`src/rtl/uart_pkg.sv`:
```
// Shared UART definitions: transmitter state encoding and oversampling constants
// used by the transmitter, the receiver and later UART blocks.
package uart_pkg;

  typedef enum logic [1:0] {
    StIdle,
    StStart,
    StData,
    StStop
  } tx_state_t;

  localparam int unsigned OVERSAMPLE   = 16;
  localparam int unsigned BIT_SAMPLING = 15;

endpackage

```
`src/rtl/transmitter.sv`:
```
// UART transmitter: serialises one byte per request into start, LSB-first data and
// stop bits on tx, each bit lasting 16 baud ticks. STOP_BITS must be 1 or 2.
module transmitter
  import uart_pkg::*;
#(
  parameter int unsigned DATA_WIDTH = 8,
  parameter int unsigned STOP_BITS  = 1
) (
  input  logic                  clk,
  input  logic                  arst_n,
  input  logic                  tick,
  input  logic                  tx_start,
  input  logic [DATA_WIDTH-1:0] data_in,
  output logic                  tx,
  output logic                  tx_busy,
  output logic                  tx_done
);

  localparam int unsigned BitCntW = $clog2(DATA_WIDTH) + 1;

  localparam logic [3:0]         TickLast = 4'(BIT_SAMPLING);
  localparam logic [BitCntW-1:0] BitLast  = BitCntW'(DATA_WIDTH - 1);
  localparam logic               StopLast = 1'(STOP_BITS - 1);

  tx_state_t             state_q, state_d;
  logic [3:0]            tick_cnt_q, tick_cnt_d;
  logic [BitCntW-1:0]    bit_cnt_q, bit_cnt_d;
  logic                  stop_cnt_q, stop_cnt_d;
  logic [DATA_WIDTH-1:0] shift_q, shift_d;
  logic                  tx_q, tx_d;
  logic                  busy_q, busy_d;
  logic                  done_q, done_d;

  always_comb begin
    state_d    = state_q;
    tick_cnt_d = tick_cnt_q;
    bit_cnt_d  = bit_cnt_q;
    stop_cnt_d = stop_cnt_q;
    shift_d    = shift_q;
    done_d     = 1'b0;

    unique case (state_q)
      StIdle: begin
        // A tick arriving with the request is deliberately not counted.
        if (tx_start) begin
          shift_d    = data_in;
          tick_cnt_d = '0;
          bit_cnt_d  = '0;
          stop_cnt_d = 1'b0;
          state_d    = StStart;
        end
      end
      StStart: begin
        if (tick) begin
          tick_cnt_d = tick_cnt_q + 4'd1;
          if (tick_cnt_q == TickLast) begin
            state_d = StData;
          end
        end
      end
      StData: begin
        if (tick) begin
          tick_cnt_d = tick_cnt_q + 4'd1;
          if (tick_cnt_q == TickLast) begin
            shift_d = shift_q >> 1;
            if (bit_cnt_q == BitLast) begin
              bit_cnt_d = '0;
              state_d   = StStop;
            end else begin
              bit_cnt_d = bit_cnt_q + 1'b1;
            end
          end
        end
      end
      StStop: begin
        if (tick) begin
          tick_cnt_d = tick_cnt_q + 4'd1;
          if (tick_cnt_q == TickLast) begin
            if (stop_cnt_q == StopLast) begin
              stop_cnt_d = 1'b0;
              done_d     = 1'b1;
              state_d    = StIdle;
            end else begin
              stop_cnt_d = stop_cnt_q + 1'b1;
            end
          end
        end
      end
      default: state_d = StIdle;
    endcase
  end

  // Line level follows the next state so tx changes on the same edge as the state.
  always_comb begin
    tx_d   = 1'b1;
    busy_d = (state_d != StIdle);
    unique case (state_d)
      StIdle:  tx_d = 1'b1;
      StStart: tx_d = 1'b0;
      StData:  tx_d = shift_d[0];
      StStop:  tx_d = 1'b1;
      default: tx_d = 1'b1;
    endcase
  end

  always_ff @(posedge clk) begin
    if (!arst_n) begin
      state_q    <= StIdle;
      tick_cnt_q <= '0;
      bit_cnt_q  <= '0;
      stop_cnt_q <= 1'b0;
      shift_q    <= '0;
      tx_q       <= 1'b1;
      busy_q     <= 1'b0;
      done_q     <= 1'b0;
    end else begin
      state_q    <= state_d;
      tick_cnt_q <= tick_cnt_d;
      bit_cnt_q  <= bit_cnt_d;
      stop_cnt_q <= stop_cnt_d;
      shift_q    <= shift_d;
      tx_q       <= tx_d;
      busy_q     <= busy_d;
      done_q     <= done_d;
    end
  end

  assign tx      = tx_q;
  assign tx_busy = busy_q;
  assign tx_done = done_q;

endmodule
```
`config.mk`:
```
export PLATFORM = sky130hd
export DESIGN_NAME = transmitter
export DESIGN_NICKNAME = d
export VERILOG_FILES = /design/src/rtl/uart_pkg.sv /design/src/rtl/transmitter.sv
export SDC_FILE = /design/constraint.sdc
export NUM_CORES = 1
export LEC_CHECK = 0
export CAP_MARGIN = 20
export CORE_MARGIN = 8
export CORE_UTILIZATION = 40
export DETAILED_ROUTE_END_ITERATION = 8
export SLEW_MARGIN = 20
export SYNTH_ARGS = -nofsm -noshare
export SYNTH_HDL_FRONTEND = slang
export SYNTH_SLANG_ARGS = --single-unit
export TNS_END_PERCENT = 1
```
`constraint.sdc`:
```
create_clock -name clk -period 4.95 [get_ports clk]
set_clock_uncertainty 0.05 [all_clocks]
set_input_delay 1.485 -clock clk [delete_from_list [all_inputs] [get_ports clk]]
set_output_delay 1.485 -clock clk [all_outputs]
set_load 0.01 [all_outputs]
```
### After elaboration in Yosys (flattened, before gate mapping)

Cells that the tools add are included.
Widths: inputs -> output; s select.

* add/subtract/negate cells: 3
* equality and inequality tests: 14
* multiplexer cells: 28
* reduce and logical (&&, ||, !) cells: 11

Operators by type and width (number)
* $mux 8: 3
* $mux 4: 5
* $mux 2: 9
* $pmux 4 s2: 2
* $pmux 8 s2: 1
* $reduce_and 4->1: 3
* $ne 2x2->1 const B: 5
* $add 4x1->4 const B: 2
* $eq 2x2->1 const B: 4
* $pmux 2 s4: 1
* $reduce_bool 2->1: 3
* $mux 1: 5
* $eq 2x1->1 const B: 2
* $eq 4x3->1 const B: 1
* $eq 4x4->1 const B: 1
* $logic_not 2->1: 2
* $pmux 1 s3: 1
* $reduce_or 3->1: 1
* $ne 2x1->1 const B: 1
* $pmux 1 s2: 1
* $reduce_and 2->1: 1
* $reduce_or 2->1: 1
* $add 1x1->1 const B: 1

* flip-flop bits (word level): 22
* output and inout bits: 3
* word-level logic and storage cells: 65

### Logic depth before layout (Yosys ltp)

Gate-level depths: netlist of run 1.

* word-level depth: 8
* mapped depth: 8

### Worst setup path before layout of run 1

Ideal clock, no wire load.

* path kind: input to register
* start point: input port tick
* end point: register tx_q (netlist: tx)
* arrival time: 2.483 ns
* required time: 4.763 ns
* setup slack: 2.280 ns
* stages: 7
* buffers on the path: 0
* cell sequence: and4_2 -> nand2_1 -> xnor2_1 -> inv_1 -> ha_1 -> nand2b_1 -> o221ai_1

* cells in the longest elaborated chain, start to end: 5

Ends and longest elaborated chain
* from (decl): line transmitter.sv:11 `input logic tick,`
* $mux 2, on equally long branches: line transmitter.sv:76, transmitter.sv:54, transmitter.sv:62
* $pmux 2 s4 (*): line transmitter.sv:42 `unique case (state_q)`
* named net state_d[1]: line transmitter.sv:25 `tx_state_t state_q, state_d;`
* $eq 2x2->1 or $logic_not 2->1 (tied branches): line transmitter.sv:97 `unique case (state_d)`
* $reduce_or 2->1 (no line)
* $pmux 1 s3 (*): line transmitter.sv:97
* to (signal assigned): line transmitter.sv:122 `tx_q <= tx_d;`
* to (decl): line transmitter.sv:30 `logic tx_q, tx_d;`

Mark *: on every way through the listed nets, which the timed path passes. The rest lies on a longest branch. The select of a mux whose other input is x is not followed.
A chain may end at the register's enable or synchronous reset.

### Final worst setup path of run 1

* start point: input port tx_start
* end point: register tx_q (netlist: tx)

* cells in the longest elaborated chain, start to end: 5

Ends and longest elaborated chain
* from (decl): line transmitter.sv:12 `input logic tx_start,`
* $mux 2: line transmitter.sv:45 `if (tx_start) begin`
* $pmux 2 s4: line transmitter.sv:42
* $eq 2x2->1 or $logic_not 2->1 (tied branches): line transmitter.sv:97
* $reduce_or 2->1 (no line)
* $pmux 1 s3 (*): line transmitter.sv:97

Every way passes the cells marked *; elsewhere a longest branch is shown, timed or not. The select of a mux whose other input is x is not followed.

==> results.cfg, run 1 <==
[outcome]
outcome = finished, final reports clean

[placed_design]
gp_congestion = 0.761
port_buffers = 14
dp_hpwl_mm = 1.41

[synth]
syn-mean-instance-area_um2 = 9.53
yosysSeqAreaShare = 0.408
netlist-cell-type-count = 39
yosys_warnings = 0
synthTopCellsByArea = dfxtp_1, ha_1, a21boi_0, a22oi_1, nand2_1
synthCells = 108
synth_top_area_frac = 0.408
synth_edf_count = 0
synthTopCellsByCount = dfxtp_1, nand2_1, a21boi_0
syn-cell-area_mm2 = 0.00103
async_reset_ff_frac = 0
synth_most_common_cell = dfxtp_1
ys_seq_elements = 21
synth_area_leader_cell = dfxtp_1
synth_ff_type = dfxtp_1
syn_nets = 125

[cts]
cts_tree = built
cts_buffers = 3
clkLatencyLatePin_ns = 0.30
clkSinkCount = 21
cts_resized = 0
clkTransAtPathRegs_ns = 0.12
cts_root_buf = clkbuf_4
htree_levels = 1
hold_buffers = 0
clock_path_buffers = 2
cts_setup_buffers = 0

[finish]
areaGrowthSynthToFinish_pct = 16.6
diodes = 0
fin_nets = 140
fill_cells = 242
fin_util = 0.489
drive_above_1_share = 0.115

[sta]
rsz0062_at_grt = no
drv_slew = 0
min_period_ns = 3.22
setup_viol = 0
fmax_mhz = 311
hold_viol_final = 0
worst_slew_pin_slew_ns = 0.746
timing.slew.headroom = 0.501
post-route-period-util = 0.650
hold_ws_ns = 0.428
fin_tns_setup_ns = 0

[drt]
drtIter0Drc = 37
drt_pass1_iterations = 4
avgRoutedWirePerCell_um = 12.7
vias = 775
ant_nets = 0
via_per_inst = 5.10
drc = 0
routed_wl_mm = 1.93

[global_routing]
grt_pass1_wl_mm = 3.37
grt_use_total = 0.0961
grt_max_degree = 21
antenna_found_initial = 0
first_global_vias = 738
overflow = 0

[floorplan]
io_pins = 15
start_util = 0.419
fp.coreArea_mm2 = 0.00245
die_w_um = 66.7
dieArea_mm2 = 0.00445
num_rows = 18
dieHeight_um = 66.7

[worst_setup_path]
end_kind = flop
crit_arrival_ns = 3.33
cp.required_ns = 5.06
crit_path_start_kind = primary input
cp_max_fo = 12
timing_worst_setup_path_type = in -> reg

[power]
power_density_mw_per_mm2 = 247
irDropWorstVdd_mv = 0.141
power_w = 0.000296
p_leak_nw = 0.436

[hold_path]
hold_class = reg -> reg

[run]
maxCapViolCount = 0
[worst paths after layout]
| check | startpoint | to | slack (ns) | cells past startpoint |
|---|---|---|---|---|
| setup / recovery | tx_start | tx | 1.73 | 5 |
| hold / removal | shift_q[6] | shift_q[6] | 0.43 | 2 |
| setup reg to reg | state_q[0] | tx | 2.99 | 4 |
| hold reg to reg | shift_q[6] | shift_q[6] | 0.43 | 2 |
[registers in the layout, summed over array words and instances, names as in the netlist]
register and count:
shift_q 8, tx_done 1, tx 1, state_q 2, tick_cnt_q 4, bit_cnt_q 4
tx_busy 1
[layout by cell type (no fill, tap or decap), types with 2 or more instances in the layout]
master,Yosys,layout
inv_1,3,3
ha_1,5,5
nand2_1,14,14
dfxtp_1,21,21
xor2_1,2,2
o21ai_0,2,2
and2_1,2,2
o21a_1,4,4
nand3_1,2,2
nor2_1,5,5
a22oi_1,7,7
clkbuf_4,0,3
a21boi_0,8,8
nand4_1,2,2
nor2b_1,5,5
clkdlybuf4s50_1,0,14
[final cells by class]
| class | instances | area (µm²) | share of cell area |
|---|---|---|---|
| multi-input cells | 80 | 564 | 0.470 |
| flip-flops and latches | 21 | 420 | 0.350 |
| repair buffers | 14 | 140 | 0.117 |
| well taps | 30 | 37.5 | 0.0313 |
| clock buffers | 3 | 22.5 | 0.0188 |
| inverters | 3 | 11.3 | 0.00938 |
| clock inverters | 1 | 5.00 | 0.00417 |
[per-layer routing]
| metal | GRT usage | part of all wire | up-vias |
|---|---|---|---|
| met5 | 0 | 0 | - |
| met4 | 0.0400 | 0.0067 | 0 |
| met3 | 0.0336 | 0.053 | 2 |
| met2 | 0.142 | 0.45 | 6 |
| met1 | 0.123 | 0.49 | 361 |
| li1 | - | - | 406 |
[kinds of logic after synthesis]
kind of cell	count (synthesis)	share of synthesized area
compound gates	27	0.202
mux	1	0.00972
flops	21	0.408
xor+xnor	3	0.0255
simple gates	44	0.250
buf+inv	7	0.0437
fa+ha+maj	5	0.0608
[where the power goes]
part | internal, W | total, W | switching (W)
clock | 0.0000301 | 0.0000821 | 0.0000520
combinational | 0.0000197 | 0.0000347 | 0.0000150
sequential | 0.000175 | 0.000179 | 0.00000412
total | 0.000225 | 0.000296 | 0.0000712
[worst max-delay path, cell delays in order]
cell	delay [ns]
clkdlybuf4s50_1	0.49
nor3b_2	0.63
a21oi_2	0.24
a221oi_2	0.32
o221ai_1	0.15
[stage by stage]
stage | setup slack (ns) | cells | cell area, µm²
global route | 1.55 | 152 | 1200
detailed placement | 1.40 | 148 | 1170
global placement | 1.44 | 148 | 1170
CTS | 1.74 | 152 | 1200
finish | 1.73 | 152 | 1200
floorplan | 2.28 | 108 | 1030
Power figures use the tool's default switching activity.
==> run 2: changes to the inputs <==
clock period = 2.9 ns   (was 4.95 ns; I/O delays follow)
==> results.cfg, run 2 (synthesized netlist as in run 1, its figures left out) <==
[sta]
hold_ws_ns = 0.432
post-route-period-util = 0.838
hold_viol_final = 0
finalWorstSetupSlack_ns = 0.470
min_period_ns = 2.43
fin_tns_setup_ns = 0
drv_slew = 0
worst_slew_pin_slew_ns = 0.596
fmax_mhz = 412
setup_viol = 0
rsz0062_at_grt = no
timing.slew.headroom = 0.602

[floorplan]
dieHeight_um = 66.7
fp.coreArea_mm2 = 0.00245
start_util = 0.419
dieArea_mm2 = 0.00445
die_w_um = 66.7
num_rows = 18
io_pins = 15

[hold_path]
min_path_cells = 2
hold_class = reg -> reg

[cts]
clkTransAtPathRegs_ns = 0.12
hold_buffers = 0
clkLatencyLatePin_ns = 0.30
htree_levels = 1
cts_tree = built
cts_buffers = 3
clock_path_buffers = 2
cts_setup_buffers = 0
cts_resized = 0
cts_root_buf = clkbuf_4
clkSinkCount = 21

[finish]
areaGrowthSynthToFinish_pct = 18.1
reg.largest.list = shift_q x8, bit_cnt_q x4, tick_cnt_q x4
diodes = 0
drive_above_1_share = 0.129
fin_nets = 142
largest_register_ffs = 8
seqCellArea_um2 = 420
final_common_cell = dfxtp_1
fill_cells = 244
max_flop_register = shift_q
fin_util = 0.495
multi_input_area_um2 = 564
final_cell_mix = dfxtp_1, nand2_1, clkdlybuf4s50_1

[outcome]
outcome = finished, final reports clean

[run]
maxCapViolCount = 0

[drt]
routed_wl_mm = 1.91
avgRoutedWirePerCell_um = 12.4
ant_nets = 0
via_per_inst = 5.01
vias = 772
drtIter0Drc = 32
drt_pass1_iterations = 4
drc = 0

[placed_design]
port_buffers = 14
dpl_worst_slack_ns = 0.131
dp_hpwl_mm = 1.48
gp_congestion = 0.776

[global_routing]
antenna_found_initial = 0
first_global_vias = 820
grt_use_total = 0.0976
grt_pass1_wl_mm = 3.48
grt_max_degree = 21
overflow = 0

[power]
power_w = 0.000507
power.switching_w = 0.000120
combPwrFrac = 0.122
power_switching_share = 0.237
intPower_w = 0.000386
seqPwrFrac = 0.603
pwr-share-clk = 0.275
irDropWorstVdd_mv = 0.225
p_leak_nw = 0.446
power_density_mw_per_mm2 = 417

[worst_setup_path]
crit_arrival_ns = 2.54
cp_max_fo = 4
end_kind = flop
crit_path_start_kind = primary input
r2r_cells = 8
timing_worst_setup_path_type = in -> reg
cp.required_ns = 3.01
[run 2: per-stage QoR]
stage | instances | area (µm²)
floorplan | 108 | 1030
global placement | 150 | 1190
detailed placement | 150 | 1190
CTS | 154 | 1220
global route | 154 | 1220
finish | 154 | 1220
[run 2: worst paths after layout]
path / end / from / slack (ns)
worst min register to register: shift_q[6] / shift_q[6] / 0.43
worst min-delay path: shift_q[6] / shift_q[6] / 0.43
worst max register to register: tx / tick_cnt_q[0] / 0.97
worst max-delay path: tx / tick / 0.47
[run 2: cell type report]
cell class / count / area share
timing repair buffer: 16 / 0.128
multi-input combinational: 80 / 0.464
inverter: 3 / 0.00926
clock buffer: 3 / 0.0185
sequential: 21 / 0.346
tap: 30 / 0.0309
clock inverter: 1 / 0.00412
[run 2: layer usage]
layer	track usage	routed length [µm]	part of all wire
met1	0.114	905	0.47
met2	0.160	899	0.47
met3	0.0302	94	0.049
met4	0.0400	12	0.0063
met5	0	0	0
[run 2: power by group through the flow]
stage,Combinational [W],Sequential (W),Clock [W]
2_1_floorplan,0.0000371,0.000312,0
3_3_place_gp,0.0000617,0.000312,0
3_5_place_dp,0.0000628,0.000312,0
4_1_cts,0.0000630,0.000306,0.000148
5_1_grt,0.0000694,0.000307,0.000162
6_report,0.0000618,0.000306,0.000139
[run 2: worst max-delay path, stage by stage]
cell and delay (ns):
clkdlybuf4s50_1 0.50, and4_2 0.29, nand2_1 0.11, xnor2_1 0.33
inv_1 0.08, ha_1 0.19, nand2b_1 0.07, o221ai_1 0.09
==> run 3: changes to the inputs <==
clock period = 2.29 ns   (was 2.9 ns; I/O delays follow)
==> results.cfg, run 3 (synthesized netlist as in run 1, its figures left out) <==
[outcome]
outcome = finished, final reports clean

[worst_setup_path]
cp_num_buf_inv = 2
cp_max_fo = 3
path_cells = clkdlybuf4s50_1 > and4_2 > nand2_1 > buf_4 > o21a_1 > ha_1 > nand2b_1 > o221ai_1
end_kind = flop
cpPeakStageDelay_ns = 0.50
crit_arrival_ns = 2.27
crit-reg2reg-launch = tick_cnt_q[0]
cp.required_ns = 2.49
cp-startpoint = tick
timing_worst_setup_path_type = in -> reg
cp_top_family = buffers and inverters
crit_path_start_kind = primary input
critical_path.slowest_cell = clkdlybuf4s50_1

[drt]
routed_wl_mm = 2.02
drtIter0Drc = 32
drt_pass1_iterations = 4
ant_nets = 0
drc = 0
avgRoutedWirePerCell_um = 12.4
via_per_inst = 5.02
vias = 818

[floorplan]
num_rows = 18
die_w_um = 66.7
dieHeight_um = 66.7
dieArea_mm2 = 0.00445
start_util = 0.419
fp.coreArea_mm2 = 0.00245
io_pins = 15

[finish]
diodes = 0
final_cell_area_mm2 = 0.00128
fin_util = 0.523
max_flop_register = shift_q
finalNonFillerCells = 163
final_cell_mix = dfxtp_1, nand2_1, clkdlybuf4s50_1
areaGrowthSynthToFinish_pct = 24.7
drive_above_1_share = 0.188
final_common_cell = dfxtp_1
fin_nets = 151
reg.largest.list = shift_q x8, bit_cnt_q x4, tick_cnt_q x4
largest_register_ffs = 8

[cts]
cts_root_buf = clkbuf_4
clkSinkCount = 21
cts_buffers = 3
clkLatencyLatePin_ns = 0.31
cts_tree = built
hold_buffers = 0
clkTransAtPathRegs_ns = 0.12
cts_setup_buffers = 0
cts_resized = 0
clock_path_buffers = 2
htree_levels = 1

[sta]
setup_viol = 0
fmax_mhz = 483
worst_slew_pin_slew_ns = 0.337
timing.slew.headroom = 0.774
drv_slew = 0
min_period_ns = 2.07
finalWorstSetupSlack_ns = 0.220
rsz0062_at_grt = no
post-route-period-util = 0.904
hold_viol_final = 0

[global_routing]
grt_use_total = 0.0977
grt_pass1_wl_mm = 3.39
grt_max_degree = 21
overflow = 0
first_global_vias = 768
antenna_found_initial = 0

[placed_design]
dp_hpwl_mm = 1.52
placed_cell_area_mm2 = 0.00126
gp_congestion = 0.747
dp.cells = 159
dpl_worst_slack_ns = -0.120
port_buffers = 14

[hold_path]
hold_class = reg -> reg
min_from = shift_q[6]

[run]
maxCapViolCount = 0

[power]
p_leak_nw = 0.488
power_density_mw_per_mm2 = 512
power_w = 0.000658
irDropWorstVdd_mv = 0.408
==> run 3: changes by cell type in the layout (fill, tap and decap cells not counted), sizes merged <==
| cell | before | now |
|---|---|---|
| buf | 2 | 11 |
==> run 3: report_power, final <==
part | switching [W] | internal [W]
Sequential | 0.00000888 | 0.000379
Combinational | 0.0000341 | 0.0000523
Clock | 0.000118 | 0.0000654
==> run 3: worst paths after layout <==
| kind | to | depth (start not counted) | slack [ns] |
|---|---|---|---|
| setup / recovery | tx | 8 | 0.22 |
| hold / removal | shift_q[6] | 2 | 0.42 |
| setup reg to reg | tx | 8 | 0.51 |
| hold reg to reg | shift_q[6] | 2 | 0.42 |
==> run 3: tightest hold or removal path, cell delays in order, from the launching register on <==
cell      delay, ns
dfxtp_1        0.33
nand2_1        0.05
a21boi_0       0.06
==> run 3: layout make-up <==
class                           instances  area (µm²)
Multi-Input combinational cell         80         564
Sequential cell                        21         420
Clock inverter                          1        5.00
Fill cell                             241        1170
Inverter                                3        11.3
Tap cell                               30        37.5
Clock buffer                            3        22.5
Timing Repair Buffer                   25         223
==> run 3: per-layer routing <==
metal | part of all wire | GRT usage
met3 | 0.043 | 0.0285
met2 | 0.47 | 0.157
met4 | 0.018 | 0.0640
met1 | 0.47 | 0.110
met5 | 0 | 0
==> run 3: metrics by stage <==
step / TNS [ns] / hold WS, ns
3_3_place_gp: -0.459 / 0.400
4_1_cts: 0 / 0.428
6_report: 0 / 0.422
5_1_grt: 0 / 0.440
3_5_place_dp: -0.790 / 0.410
2_1_floorplan: 0 / 0.393
